<file path="config.mk">
export PLATFORM = sky130hd
export DESIGN_NAME = line_clear_engine_flat
export DESIGN_NICKNAME = d
export VERILOG_FILES = /design/src/rtl/line_clear_engine_if.sv /design/src/rtl/line_clear_engine.sv /design/src/flat_wrapper.sv
export SDC_FILE = /design/constraint.sdc
export NUM_CORES = 1
export LEC_CHECK = 0
export BUFFER_PORTS_ARGS = -buffer_cell sky130_fd_sc_hd__buf_2
export CORE_AREA = 2 2 203 205
export DETAILED_ROUTE_END_ITERATION = 10
export DIE_AREA = 0 0 205 207
export PLACE_DENSITY = 0.61
export RECOVER_POWER = 25
export SYNTH_ARGS = -nofsm -noshare
export SYNTH_HDL_FRONTEND = slang
export SYNTH_SLANG_ARGS = --single-unit
</file>
<file path="constraint.sdc">
create_clock -name clk -period 3.3 [get_ports clk]
set_input_delay 0.165 -clock clk [delete_from_list [all_inputs] [get_ports clk]]
set_output_delay 0.165 -clock clk [all_outputs]
set_load 0.01 [all_outputs]
</file>
<file path="src/rtl/line_clear_engine_if.sv">
// Port bundle for the line-clear engine: control pulses, status and the column-RAM bus.
interface line_clear_engine_if #(
  parameter int COLS = 10,
  parameter int CW   = 24
);
  logic                 start;
  logic                 wipe;
  logic [COLS*CW-1:0]   rd_data;
  logic [4:0]           ram_row;
  logic [COLS*CW-1:0]   wr_data;
  logic [COLS-1:0]      we;
  logic                 busy;
  logic                 done;
  logic [4:0]           lines;
  logic [9:0]           total_lines;

  modport master (
    output start, wipe, rd_data,
    input  ram_row, wr_data, we, busy, done, lines, total_lines
  );

  modport slave (
    input  start, wipe, rd_data,
    output ram_row, wr_data, we, busy, done, lines, total_lines
  );
endinterface

</file>
<file path="src/rtl/line_clear_engine.sv">
// Scans the playfield bottom-up for full rows, collapses each one by shifting the rows
// above it down, and zeroes the whole board on a wipe request.
module line_clear_engine #(
  parameter int COLS = 10,
  parameter int ROWS = 20,
  parameter int CW   = 24
) (
  input  logic               clk,
  input  logic               rst,
  line_clear_engine_if.slave bus
);
  typedef enum logic [3:0] {IDLE, RD, EV, SH_RD, SH_WR, SH_WT, CLR0, WIPE, DONE} state_t;

  localparam logic [4:0] LAST = 5'(ROWS - 1);

  state_t             state, state_n;
  logic [4:0]         row, row_n, k, k_n;
  logic [4:0]         lines, lines_n;
  logic [9:0]         total, total_n;
  logic [4:0]         ram_row, ram_row_n;
  logic [COLS*CW-1:0] wr_data, wr_data_n;
  logic [COLS-1:0]    we, we_n;
  logic               full;

  always_comb begin
    full = 1'b1;
    for (int i = 0; i < COLS; i++) full = full & (|bus.rd_data[CW*i +: CW]);
  end

  always_ff @(posedge clk) begin
    if (rst) begin
      state   <= IDLE;
      row     <= '0;
      k       <= '0;
      lines   <= '0;
      total   <= '0;
      ram_row <= '0;
      wr_data <= '0;
      we      <= '0;
    end else begin
      state   <= state_n;
      row     <= row_n;
      k       <= k_n;
      lines   <= lines_n;
      total   <= total_n;
      ram_row <= ram_row_n;
      wr_data <= wr_data_n;
      we      <= we_n;
    end
  end

  always_comb begin
    state_n = state;
    row_n   = row;
    k_n     = k;
    lines_n = lines;
    total_n = total;
    case (state)
      IDLE:
        if (bus.wipe) begin
          state_n = WIPE;
          row_n   = '0;
          total_n = '0;
        end else if (bus.start) begin
          state_n = RD;
          row_n   = LAST;
          lines_n = '0;
        end
      RD: state_n = EV;
      EV:
        if (full) begin
          lines_n = lines + 5'd1;
          if (total != 10'h3FF) total_n = total + 10'd1;
          k_n     = row;
          state_n = (row == '0) ? CLR0 : SH_RD;
        end else if (row == '0) begin
          state_n = DONE;
        end else begin
          row_n   = row - 5'd1;
          state_n = RD;
        end
      SH_RD: state_n = SH_WR;
      SH_WR: state_n = SH_WT;
      SH_WT: begin
        k_n     = k - 5'd1;
        state_n = (k == 5'd1) ? CLR0 : SH_RD;
      end
      // rescan the same row: the content above has just dropped into it
      CLR0: state_n = RD;
      WIPE:
        if (row == LAST) state_n = DONE;
        else             row_n   = row + 5'd1;
      DONE:    state_n = IDLE;
      default: state_n = IDLE;
    endcase
  end

  // RAM-side outputs are registered from the state being entered, so they are
  // presented to the RAM during that state.
  always_comb begin
    ram_row_n = ram_row;
    wr_data_n = wr_data;
    we_n      = '0;
    case (state_n)
      RD:    ram_row_n = row_n;
      SH_RD: ram_row_n = k_n - 5'd1;
      SH_WT: begin
        ram_row_n = k;
        wr_data_n = bus.rd_data;
        we_n      = '1;
      end
      CLR0: begin
        ram_row_n = '0;
        wr_data_n = '0;
        we_n      = '1;
      end
      WIPE: begin
        ram_row_n = row_n;
        wr_data_n = '0;
        we_n      = '1;
      end
      default: ;
    endcase
  end

  assign bus.ram_row     = ram_row;
  assign bus.wr_data     = wr_data;
  assign bus.we          = we;
  assign bus.busy        = (state != IDLE) && (state != DONE);
  assign bus.done        = (state == DONE);
  assign bus.lines       = lines;
  assign bus.total_lines = total;
endmodule

</file>
<file path="src/flat_wrapper.sv">
// flat-port wrapper written by rule: the top's interface ports become plain ports
module line_clear_engine_flat 
#(
  parameter int COLS = 10,
  parameter int ROWS = 20,
  parameter int CW   = 24
)
  (clk, rst, bus_start, bus_wipe, bus_rd_data, bus_ram_row, bus_wr_data, bus_we, bus_busy, bus_done, bus_lines, bus_total_lines);
  line_clear_engine_if #(.COLS(COLS), .CW(CW)) bus_i ();
  input  logic clk;
  input  logic rst;
  input wire logic [$bits(bus_i.start)-1:0] bus_start;
  input wire logic [$bits(bus_i.wipe)-1:0] bus_wipe;
  input wire logic [$bits(bus_i.rd_data)-1:0] bus_rd_data;
  output wire logic [$bits(bus_i.ram_row)-1:0] bus_ram_row;
  output wire logic [$bits(bus_i.wr_data)-1:0] bus_wr_data;
  output wire logic [$bits(bus_i.we)-1:0] bus_we;
  output wire logic [$bits(bus_i.busy)-1:0] bus_busy;
  output wire logic [$bits(bus_i.done)-1:0] bus_done;
  output wire logic [$bits(bus_i.lines)-1:0] bus_lines;
  output wire logic [$bits(bus_i.total_lines)-1:0] bus_total_lines;
  assign bus_i.start = bus_start;
  assign bus_i.wipe = bus_wipe;
  assign bus_i.rd_data = bus_rd_data;
  assign bus_ram_row = bus_i.ram_row;
  assign bus_wr_data = bus_i.wr_data;
  assign bus_we = bus_i.we;
  assign bus_busy = bus_i.busy;
  assign bus_done = bus_i.done;
  assign bus_lines = bus_i.lines;
  assign bus_total_lines = bus_i.total_lines;
  line_clear_engine #(.COLS(COLS), .ROWS(ROWS), .CW(CW)) u_core (.clk(clk), .rst(rst), .bus(bus_i));
endmodule
</file>
==> results of run 1 <==
==> cell usage after synthesis (10+ instances only) <==
cell,count
inv_1,14
nand3_1,133
nand2_1,399
buf_2,23
a21oi_1,255
clkbuf_1,72
nand4_1,10
nor4_1,61
nor2_1,42
nor3_1,15
dfxtp_1,275
buf_4,19
==> metrics by stage <==
step	area [um2]	power (uW)	hold slack, ns
finish	17590	13190	0.1225
global route	17590	13950	0.1314
CTS	17750	13260	0.09076
detailed placement	14370	9631	0.4224
global placement	14370	9586	0.4175
floorplan	11280	7762	0.3010
==> worst max-delay path, stage by stage <==
cell and delay [ns]:
dlygate4sd3_1 0.53, buf_2 0.13, nor4_1 0.71, nand4_1 0.17, nor2_1 0.37, a31oi_1 0.12, nand4_2 0.19, nor2_4 0.09
o21ai_4 0.25, buf_12 0.36, nand3_1 0.20, a21oi_1 0.21
==> sequential cells by signal (all words and copies together), names as in the netlist <==
name / flops
u_core.bus.we: 1
u_core.bus.ram_row: 5
u_core.bus.total_lines: 10
u_core.bus.lines: 5
u_core.row: 5
u_core.state: 4
u_core.k: 5
u_core.bus.wr_data: 240
==> report_power, final <==
part,internal [uW],switching (uW),total [uW],leakage [uW]
clock network,1920,1460,3380,0.000486
registers,3980,443,4430,0.00223
logic,1820,3560,5380,0.00421
==> area by class of cell <==
| type | instances | area share (%) |
|---|---|---|
| Clock buffer | 43 | 4.950 |
| Timing Repair Buffer | 789 | 29.44 |
| Antenna cell | 1 | 0.01422 |
| Clock inverter | 13 | 0.6472 |
| Inverter | 14 | 0.2987 |
| Multi-Input combinational cell | 1039 | 29.57 |
| Sequential cell | 275 | 31.29 |
| Tap cell | 532 | 3.784 |
==> per-layer routing <==
layer / track usage (%) / vias to the layer above / share of wire, %
met2: 36.58 / 694 / 48
met5: 0 / - / 0.023
met3: 4.846 / 150 / 8.5
li1: - / 6397 / -
met4: 9.725 / 2 / 4.4
met1: 23.80 / 6349 / 39
==> kinds of logic (layout without fill, tap and decap cells) <==
logic type | Yosys count | after routing | share of synthesized area [%]
buffers and inverters | 133 | 859 | 5.378
AO/OA/AOI/OAI | 315 | 315 | 15.59
other | 0 | 1 | 0
multiplexers | 5 | 5 | 0.4436
XOR/XNOR | 11 | 11 | 0.8538
adder cells (fa/ha/maj) | 7 | 7 | 0.7762
AND/OR/NAND/NOR | 701 | 701 | 28.17
flip-flops | 275 | 275 | 48.79
==> worst max-delay path by stage <==
| stage | startpoint | end | cells after the start |
|---|---|---|---|
| after detailed placement | bus_rd_data[97] | u_core.bus.ram_row[4] | 12 |
| after global placement | bus_rd_data[97] | u_core.bus.ram_row[4] | 12 |
| final | bus_rd_data[145] | u_core.bus.wr_data[186] | 12 |
| after global routing | bus_rd_data[145] | u_core.bus.wr_data[186] | 12 |
| after floorplan | u_core.state[0] | u_core.bus.ram_row[4] | 10 |
| after CTS | bus_rd_data[97] | u_core.bus.ram_row[4] | 13 |
==> repair_timing <==
action	in CTS	in global routing
hold buffers	240	0
resized for setup	0	1
endpoints found under the hold margin	240	0
endpoints found under the setup margin	0	24
==> run summary, run 1 <==
- **outcome** completed
- **post-placement setup slack** 0.009133 ns
- **Peak supply drop** 0.0005987 V
- **maximum number of pins on one net before global-route repair** 142
- **most used cells in the layout excluding fill and tap cells** 397 x nand2_1, 378 x buf_2, 275 x dfxtp_1, 255 x a21oi_1, 240 x dlygate4sd3_1
- **I/O pin count** 516
- **count of buffers inserted at the top-level ports** 515
- **type of destination of the critical path** register
- **setup clock skew after layout** 0.01131 ns
- **synth unique cells** 66
- **cell count after synthesis** 1447
- **NumNets Final** 2401
- **initial antenna violation count** 2
- **Final Core Density** 43.58%
- **post-synthesis cell type with the largest combined area** dfxtp_1
- **synth-to-layout area growth** 55.92%
- **area of the mapped netlist** 11280 um2
- **hold path endpoint** u_core.row[4]
- **maximum fanout encountered on the critical timing path** 102
- **classification of the worst setup path** in2reg
- **mean cell area of the mapped netlist** 7.798 um2
- **Floorplan Core Area** 40370 um2
- **H-tree level count** 1
- **share of async-settable or async-resettable flops after synthesis** 0%
- **setup repair after global routing missed its margin** false
- **EDFF count, synth** 0
- **share of post-route cells with drive strength above 1** 22.27%
- **Clock Tree Buf Depth** 3
- **post-CTS clock slew at the launch and capture registers of the worst setup and hold paths** 0.06 ns
- **Detailed Place HPWL** 31990 um
- **worst endpoint data arrival time** 3.66 ns
- **required time at the endpoint of the critical path** 3.79 ns
- **top-area cell type share of the netlist area** 48.79%
- **HP Class** in2reg
- **fmax** 0.3151 GHz
- **setup bufs post-CTS** 0
- **final non-filler cell total** 2706
- **normalized max-slew margin** 31.08%
- **PD cells** 749.6 nW/um2
- **effective utilization at floorplan** 27.95%
- **die area** 42440 um2
- **CTS tree** done
- **Final Hold Violating Endpoints** 0
- **remaining design rule violation count** 0
- **height of the die** 207 um
- **floorplan row count** 74
- **width of the die** 205 um
- **max-cap violation count** 0
- **first-pass GRT wire length** 71370 um
- **Fillers** 3955
- **later-pin clock latency in the skew report** 0.58 ns
- **transition at the pin with the smallest max-transition slack** 1.025 ns
- **setup-violating endpoint count in the final report** 0
- **syn nets** 1698
- **number of DRC violations after detailed-routing iteration 0** 1114
- **Final TNS setup** 0 ns
- **leakage power summed over all cells** 0.006929 uW
- **synthesis-stage register bit count** 275
- **area of the multi-input gates** 5202 um2
- **origin of the critical flop-to-flop path** u_core.row[0]
- **number of nets with antenna violations after detailed routing** 0
- **dominant cells by area after synthesis** dfxtp_1 49%, nand2_1 13%, a21oi_1 11%
- **hold-critical path depth** 4
- **final weighted congestion of routability-driven global placement** 0.9140
- **sequential element share of the synthesized area** 48.79%
- **most common cell after layout, fill and taps aside** nand2_1
- **average wire per standard cell** 17.61 um
- **warnings from Yosys** 0
- **Via-to-Cell Ratio** 5.023
- **worst reg2reg endpoint** u_core.bus.wr_data[186]
- **overall routing resource usage** 20.87%
- **worst setup margin** 0.1259 ns
- **sum of routed wire length over all layers** 47660 um
- **startpoint of the tightest hold check path** bus_start
- **register-to-register setup slack** 0.34 ns
- **number of clock buffers inserted by TritonCTS** 31
- **total clock sinks** 275
- **via count of the routed design** 13592
- **via count of the first global-routing pass** 13219
- **cell at the root of the clock tree** clkbuf_16
- **post-layout minimum cycle time** 3.174 ns
- **total area of sequential cells** 5505 um2
- **Top FF cell, synth** dfxtp_1
- **Remaining Overflow, GRT** 0
- **number of iterations in the first detailed-routing pass** 5
- **crit path launch type** input pin
- **reg2reg path depth** 10
- **max-slew violations** 0
- **placed cell count** 2409
- **Period Utilization, post-route** 96.18%
Note: power is estimated with default switching activity, not from simulation.
==> run 2, diff against run 1 <==
REMOVE_ABC_BUFFERS = 1   (was not set)
==> run 2 against run 1 <==
Sequential share of layout area decreased by 0.17 points. Cell count increased by 0.30%. Clock skew increased by 0.0091 ns. Critical endpoint is now u_core.bus.ram_row[4]. Highest routed layer is now met4.
==> run summary, run 2 (synthesis results as in run 1) <==
- **worst setup margin** 0.2825 ns, +0.1565 ns
- **maximum number of pins on one net before global-route repair** 118, -17%
- **remaining design rule violation count** 0, unchanged
- **share of post-route cells with drive strength above 1** 22.50%, +0.23 points
- **register-to-register setup slack** 0.49 ns, +0.15 ns
- **synth-to-layout area growth** 56.80%
- **Critical Path Sink** u_core.bus.ram_row[4]
- **HP Class** in2reg
- **via count of the routed design** 13613, +0.15%
- **max-slew violations** 0, unchanged
- **initial antenna violation count** 0, -2
- **Detailed Place HPWL** 31490 um, -1.6%
- **stages on the worst setup path** 14, +2
- **Peak supply drop** 0.0005085 V, -15%
- **overall routing resource usage** 20.50%, -0.37 points
- **Final Core Density** 43.83%, +0.24 points
- **setup bufs post-CTS** 0, unchanged
- **required time at the endpoint of the critical path** 3.77 ns, -0.02 ns
- **die area** 42440 um2, unchanged
- **fmax** 0.3314 GHz, +5.2%
- **number of flip-flops in the largest register** 240, unchanged
- **launch point of the critical path** bus_rd_data[167]
- **normalized max-slew margin** 42.32%, +11 points
- **first-pass GRT wire length** 70430 um, -1.3%
- **PD cells** 759.1 nW/um2, +1.3%
- **sum of routed wire length over all layers** 46070 um, -3.3%
- **setup repair after global routing missed its margin** false
- **total clock sinks** 275, unchanged
- **number of iterations in the first detailed-routing pass** 5, unchanged
- **Final TNS setup** 0 ns, unchanged
- **reg2reg path depth** 11, +1
- **cell at the root of the clock tree** clkbuf_16
- **Floorplan Core Area** 40370 um2, unchanged
- **most common cell after layout, fill and taps aside** nand2_1
- **origin of the critical flop-to-flop path** u_core.state[2]
- **Critical path buffers and inverters** 3, unchanged
- **final weighted congestion of routability-driven global placement** 0.9233, +1.0%
- **Clock Tree Buf Depth** 3, unchanged
- **number of clock buffers inserted by TritonCTS** 31, unchanged
- **Final Hold Violating Endpoints** 0, unchanged
- **number of nets with antenna violations after detailed routing** 0, unchanged
- **crit path launch type** input pin
- **effective utilization at floorplan** 27.95%, unchanged
- **CTS tree** done
- **leakage power summed over all cells** 0.006975 uW, +0.66%
- **type of destination of the critical path** register
- **I/O pin count** 516, unchanged
- **via count of the first global-routing pass** 13087, -1.0%
- **outcome** completed
- **Period Utilization, post-route** 91.44%, -4.7 points
- **floorplan row count** 74, unchanged
- **height of the die** 207 um, unchanged
- **average wire per standard cell** 16.97 um, -3.6%
- **setup-violating endpoint count in the final report** 0, unchanged
- **most used cells in the layout excluding fill and tap cells** 397 x nand2_1, 378 x buf_2, 275 x dfxtp_1, 255 x a21oi_1, 240 x dlygate4sd3_1
- **NumNets Final** 2411, +0.42%
- **critical-path cell with the highest stage delay** dlygate4sd3_1
- **maximum fanout encountered on the critical timing path** 2, -98%
- **transition at the pin with the smallest max-transition slack** 0.8579 ns, -0.1671 ns
- **width of the die** 205 um, unchanged
- **post-layout minimum cycle time** 3.018 ns, -0.1565 ns
- **Power, Total** 13430 uW, +1.8%
- **classification of the worst setup path** in2reg
- **worst endpoint data arrival time** 3.49 ns, -0.17 ns
- **H-tree level count** 1, unchanged
- **Via-to-Cell Ratio** 5.016, -0.14%
- **later-pin clock latency in the skew report** 0.57 ns, about the same
- **number of DRC violations after detailed-routing iteration 0** 1278, +15%
- **diode insertion count for antenna repair** 0, -1
- **post-placement setup slack** -0.05855 ns, -0.06768 ns
- **post-CTS clock slew at the launch and capture registers of the worst setup and hold paths** 0.06 ns, about the same
- **Remaining Overflow, GRT** 0, unchanged
- **max-cap violation count** 0, unchanged
- **top cell family by delay on the critical path** simple AND/OR/NAND/NOR gates
- **count of buffers inserted at the top-level ports** 515, unchanged
- **setup clock skew after layout** 0.02040 ns, +0.009093 ns
- **worst reg2reg endpoint** u_core.bus.wr_data[15]
- **cells along the critical path** dlygate4sd3_1 -> buf_2 -> nor4_2 -> buf_4 -> nand4_1 -> nor2_1 -> a31oi_1 -> and4_4 -> a21oi_2 -> a221oi_2 -> ha_1 -> and3_1 -> a211o_1 -> a311oi_2
- **register with the most flip-flops** u_core.bus.wr_data
- **slowest cell delay on critical path** 0.56 ns, -0.15 ns
run 2: changes by cell type in the layout (fill, tap and decap cells not counted):
cell | before | now
buf_4 | 26 | 35
clkinv_2 | 8 | 2
clkbuf_1 | 143 | 145
clkinv_4 | 1 | 3
buf_12 | 9 | 10
bufinv_16 | 1 | 2
diode_2 | 1 | 0
inv_16 | 1 | 0
inv_6 | 0 | 1
run 2: report_power, final:
part	total, uW	internal, uW	switching (uW)
registers	4420	3990	437
clock network	3390	2000	1390
logic	5620	2000	3620
total	13400	7980	5450
run 2: how the worst min path moves through the flow:
stage | startpoint | end | slack, ns | cells after the start
floorplan | rst | u_core.bus.ram_row[4] | 0.23 | 1
global placement | bus_rd_data[109] | u_core.bus.wr_data[109] | 0.42 | 3
detailed placement | bus_rd_data[210] | u_core.bus.wr_data[210] | 0.42 | 3
CTS | rst | u_core.bus.total_lines[0] | 0.06 | 2
global route | rst | u_core.k[2] | 0.08 | 2
finish | rst | u_core.k[0] | 0.09 | 2
run 2: worst register-to-register path, cell delays in order (launching register included):
cell,delay (ns)
dfxtp_1,0.51
nor2b_2,0.38
and3_1,0.34
nand2_1,0.15
o21a_1,0.16
and2_4,0.16
nor2_1,0.18
o21ai_4,0.09
buf_4,0.16
nand2_4,0.11
buf_12,0.27
a21oi_1,0.16
run 2: what timing repair did:
item / CTS / global route
setup endpoints to repair: 0 / 1
hold buffers: 240 / 0
hold endpoints to repair: 240 / 0
resized for setup: 0 / 1
run 2: area by class of cell:
class	instances	area, um2
Sequential cell	275	5505
Inverter	14	52.55
Fill cell	4025	22680
Tap cell	532	665.6
Clock inverter	10	120.1
Clock buffer	45	878.3
Multi-Input combinational cell	1039	5202
Timing Repair Buffer	799	5268
run 2: metrics by stage:
stage	instance area, um2	cells	hold slack [ns]
after global placement	14460	2419	0.4169
after CTS	17860	2714	0.05955
after detailed placement	14460	2419	0.4229
after floorplan	10730	1328	0.2329
final	17690	2714	0.09332
after global routing	17690	2714	0.08306
run 2: routing by layer:
layer  GRT usage (%)  wire (um)
met5               0          0
met4           10.22       2182
met3           4.106       3696
met2           34.40      22030
met1           24.81      18160
